### config.mk
export PLATFORM = sky130hd
export DESIGN_NAME = seq_detector_param
export DESIGN_NICKNAME = d
export VERILOG_FILES = /design/src/rtl/seq_detector_param.sv
export SDC_FILE = /design/constraint.sdc
export NUM_CORES = 1
export LEC_CHECK = 0
export ABC_AREA = 1
export CORE_MARGIN = 2
export CORE_UTILIZATION = 43
export CTS_CLUSTER_DIAMETER = 40
export DETAILED_ROUTE_END_ITERATION = 8
export PLACE_DENSITY = 0.78
export SYNTH_ARGS = -nofsm -noshare
export SYNTH_HDL_FRONTEND = slang
export SYNTH_SLANG_ARGS = --single-unit
### constraint.sdc
create_clock -name clk -period 4 [get_ports clk]
set_clock_uncertainty 0.15 [all_clocks]
set_input_delay 1 -clock clk [delete_from_list [all_inputs] [get_ports clk]]
set_output_delay 1 -clock clk [all_outputs]
set_load 0.05 [all_outputs]
### src/rtl/seq_detector_param.sv
// Parametrised Moore serial sequence detector with sample enable and a saturating,
// clearable match counter. The next-state logic is built from PATTERN at elaboration.
module seq_detector_param #(
  parameter int                 SEQ_LEN = 4,
  parameter logic [SEQ_LEN-1:0] PATTERN = 4'b1010,
  parameter int                 OVERLAP = 0,
  parameter int                 CNT_W   = 8
) (
  input  logic             clk,
  input  logic             rst_n,
  input  logic             en,
  input  logic             x,
  input  logic             clr_cnt,
  output logic             z,
  output logic [CNT_W-1:0] match_cnt,
  output logic             cnt_sat
);

  localparam int SW = $clog2(SEQ_LEN + 1);
  localparam logic [CNT_W-1:0] CNT_MAX = '1;
  localparam logic [CNT_W-1:0] CNT_PEN = ~CNT_W'(1);

  typedef enum logic [SW-1:0] {
    S_IDLE  = SW'(0),
    S_MATCH = SW'(SEQ_LEN)
  } state_e;

  generate
    if (SEQ_LEN < 2 || SEQ_LEN > 16) begin : g_bad_len
      $error("seq_detector_param: SEQ_LEN must be in 2..16");
    end
  endgenerate

  // Longest prefix of PATTERN that is a suffix of (first k pattern bits, then b).
  function automatic logic [SW-1:0] kmp_next(input int k, input logic b);
    logic [SEQ_LEN:0] s;
    int               best;
    logic             ok;
    best = 0;
    s    = '0;
    for (int j = 0; j <= SEQ_LEN; j++) begin
      if (j < k) s[j] = PATTERN[SEQ_LEN-1-j];
      else if (j == k) s[j] = b;
    end
    for (int l = 1; l <= SEQ_LEN; l++) begin
      if (l <= k + 1) begin
        ok = 1'b1;
        for (int i = 0; i < l; i++) begin
          if (s[k+1-l+i] != PATTERN[SEQ_LEN-1-i]) ok = 1'b0;
        end
        if (ok) best = l;
      end
    end
    return SW'(best);
  endfunction

  logic [SW-1:0] nxt0 [SEQ_LEN+1];
  logic [SW-1:0] nxt1 [SEQ_LEN+1];

  genvar gi;
  generate
    for (gi = 0; gi <= SEQ_LEN; gi++) begin : g_state
      // Without overlap, MATCH restarts exactly like the empty state.
      localparam int            K  = (gi == SEQ_LEN && OVERLAP == 0) ? 0 : gi;
      localparam logic [SW-1:0] N0 = kmp_next(K, 1'b0);
      localparam logic [SW-1:0] N1 = kmp_next(K, 1'b1);
      assign nxt0[gi] = N0;
      assign nxt1[gi] = N1;
    end
  endgenerate

  logic [SW-1:0] state_reg, state_next;
  logic          bad_enc;
  logic          hit;

  generate
    if ((SEQ_LEN + 1) < (1 << SW)) begin : g_gap
      assign bad_enc = (state_reg > S_MATCH);
    end else begin : g_nogap
      assign bad_enc = 1'b0;
    end
  endgenerate

  always_comb begin
    state_next = state_reg;
    hit        = 1'b0;
    if (bad_enc) begin
      state_next = S_IDLE;
    end else if (en) begin
      state_next = x ? nxt1[state_reg] : nxt0[state_reg];
      hit        = (state_next == S_MATCH);
    end
  end

  always_ff @(posedge clk or negedge rst_n) begin
    if (!rst_n) state_reg <= S_IDLE;
    else        state_reg <= state_next;
  end

  assign z = (state_reg == S_MATCH);

  logic [CNT_W-1:0] cnt_reg, cnt_next;
  logic             sat_reg, sat_next;

  always_comb begin
    cnt_next = cnt_reg;
    sat_next = sat_reg;
    if (clr_cnt) begin
      cnt_next = '0;
      sat_next = 1'b0;
    end else if (hit) begin
      if (cnt_reg != CNT_MAX) cnt_next = cnt_reg + 1'b1;
      // Sticky flag rises as soon as the count reaches all-ones.
      if (cnt_reg == CNT_MAX || cnt_reg == CNT_PEN) sat_next = 1'b1;
    end
  end

  always_ff @(posedge clk or negedge rst_n) begin
    if (!rst_n) begin
      cnt_reg <= '0;
      sat_reg <= 1'b0;
    end else begin
      cnt_reg <= cnt_next;
      sat_reg <= sat_next;
    end
  end

  assign match_cnt = cnt_reg;
  assign cnt_sat   = sat_reg;

endmodule

==> key figures <==
Cells and area
  • Reg area: 300.3 um^2
  • Share of cells above drive strength 1: 0.06195
  • Nets: 122
  • Largest register FFs: 8
  • Area occupied by multi-input gates: 352.8 um^2
  • FILL cells: 141
  • N_diodes: 0
  • Post-Layout Cell Count: 129
  • Area Growth Syn to Fin: 24.42%

Worst hold path
  • Worst Hold Class: register to register
  • Hold path depth: 2

Global route
  • Total gr overflow: 0
  • Met1 Use GR: 0.2507
  • Initial antenna violation count: 0
  • All-layer global routing usage: 0.1533
  • Met2 Use GR: 0.1824
  • Vias in the first global route: 469
  • GR Layer Usage met3: 0.03673
  • First-pass GRT wire length: 2.194 mm
  • Busiest grt layer: met1
  • Pin count of the biggest net entering global routing: 17

Timing
  • Hold_ws: 0.3685 ns
  • Setup WS post-layout: 1.137 ns
  • Final worst path period need: 2.863 ns
  • Post-route setup TNS: 0 ns
  • Max Slew Vio Count: 0
  • Tcrit/Tclk final: 0.7158
  • Final Hold Fails: 0
  • Worst Max-Slew Pin Slew: 0.5330 ns
  • FMAX: 0.3493 GHz
  • Slew headroom: 0.6435
  • Final setup fails: 0
  • RSZ-0062 raised after global routing: false

Job
  • Max cap viols: 0

Detailed routing
  • DR DRC count: 0
  • Pre-antenna DRT Iters: 4
  • Drt wl/cell: 10.15 um
  • Via count: 621
  • Antenna-violating nets left: 0
  • First DRT Iteration DRCs: 17
  • Vias/cell: 4.814
  • Detailed Route WL: 1.309 mm

CTS
  • Root buf cell: clkbuf_4
  • CTS sink cnt: 12
  • CTS tree: built
  • H-tree levels: 1
  • Clock latency on the worst-skew pair: 0.26 ns
  • Max clock buf depth: 2
  • Clk slew on worst S/H paths: 0.07 ns
  • Post_cts resized: 0
  • Post-CTS setup buffers: 0
  • Inserted Clock Buffers: 3
  • Post-CTS Hold Fix Bufs: 0

Yosys
  • Cells after Synth: 97
  • #FFs+latches synth: 12
  • Post-synthesis sequential area ratio: 0.4278
  • Count of cell types in the netlist: 16
  • Syn Nets: 104
  • Avg Cell Area, Syn: 7.236 um^2
  • Synth top area cells: dfrtp_1, nand2_1, nand3_1
  • Area leader, netlist: dfrtp_1
  • Syn Std Cell Area: 701.9 um^2
  • Syn. warnings: 0
  • Post-synth top area share: 0.4278

Floorplan
  • IO Pins: 15
  • Row count: 14
  • CORE AREA: 1524 um^2
  • Chip height: 44.40 um
  • Die X: 44.40 um
  • Initial Util: 0.4606
  • Die area: 1971 um^2

Pwr
  • PD cells: 313.8 nW/um^2
  • Pleak: 0.3609 nW
  • Max IR drop VDD: 0.1807 mV

Worst setup path
  • Startpoint types: register
  • Critical path type: register to output pin
  • R2r worst-path depth: 6
  • CP Capture Type: output pin
  • Critical Path RT: 2.85 ns
  • CP max FO: 3
  • WP data arrival: 1.71 ns

Run status
  • Outcome: finished, final reports clean

Placed design
  • Port Buffers: 14
  • Hpwl dp: 975.6 um
  • GP Congestion: 0.7150
  • Placed instance count: 126
  • Pre-CTS WS: 1.428 ns
-- cell usage in the layout, fill, tap and decap left out, drive strengths merged --
| cell type | netlist | final |
|---|---|---|
| or2 | 1 | 1 |
| o21ai | 11 | 11 |
| nand3 | 11 | 11 |
| ha | 2 | 2 |
| clkinv | 1 | 1 |
| inv | 9 | 9 |
| clkbuf | 0 | 3 |
| clkdlybuf4s50 | 0 | 14 |
| o21bai | 3 | 3 |
| nand4 | 1 | 1 |
| a21oi | 1 | 1 |
| xor2 | 1 | 1 |
| dfrtp | 12 | 12 |
| nor2 | 14 | 14 |
| nand2 | 29 | 29 |
-- routing by layer --
layer	up-vias	share of wire	routed length, um
met5	-	0	0
met4	0	0.0069	9
met3	2	0.034	44
met2	12	0.39	514
met1	263	0.57	742
li1	344	-	-
-- worst max-delay path: stages (launching register included) --
cell             delay (ns)
dfrtp_1                0.38
inv_1                  0.08
nand2_1                0.09
nor2_1                 0.10
clkdlybuf4s50_1        0.80
-- area by class of cell --
class                           count  area share
Timing Repair Buffer               14      0.1605
Clock buffer                        3     0.02579
Sequential cell                    12      0.3438
Multi-Input combinational cell     74      0.4040
Tap cell                           16     0.02292
Inverter                           10     0.04298
-- synth_stat cells (all sizes together) --
| library cell | count |
|---|---|
| inv | 9 |
| o21ai | 11 |
| xor2 | 1 |
| nor2 | 14 |
| a21oi | 1 |
| nand4 | 1 |
| buf | 1 |
| clkinv | 1 |
| dfrtp | 12 |
| ha | 2 |
| nand2 | 29 |
| o21bai | 3 |
| nand3 | 11 |
| or2 | 1 |
-- worst paths after layout --
check	slack (ns)	startpoint	end
max	1.14	state_reg[0]$_DFFE_PN0P_	z
min	0.37	cnt_sat$_DFFE_PN0P_	cnt_sat$_DFFE_PN0P_
min reg2reg	0.37	cnt_sat$_DFFE_PN0P_	cnt_sat$_DFFE_PN0P_
max reg2reg	2.38	match_cnt[1]$_DFFE_PN0P_	match_cnt[5]$_DFFE_PN0P_
max in group asynchronous	2.41	rst_n	match_cnt[4]$_DFFE_PN0P_
min in group asynchronous	0.93	rst_n	match_cnt[1]$_DFFE_PN0P_
-- through the flow --
step | cell area [um^2] | total power, mW | utilization
CTS | 873.3 | 0.2795 | 0.5731
detailed placement | 850.8 | 0.2065 | 0.5583
finish | 873.3 | 0.2740 | 0.5731
floorplan | 701.9 | 0.1843 | -
global route | 873.3 | 0.2949 | 0.5731
global placement | 850.8 | 0.2053 | 0.5583
-- logic make-up after synthesis --
| kind of cell | count (synthesis) | share of synthesized area |
|---|---|---|
| compound gates | 15 | 0.1176 |
| buf+inv | 11 | 0.06951 |
| fa+ha+maj | 2 | 0.03564 |
| simple gates | 56 | 0.3369 |
| xor+xnor | 1 | 0.01248 |
| flops | 12 | 0.4278 |
-- power breakdown --
group / internal, mW / switching (mW)
clock: 0.0347 / 0.0354
combinational: 0.0224 / 0.0432
sequential: 0.130 / 0.00829
Power figures use the tool's default switching activity.
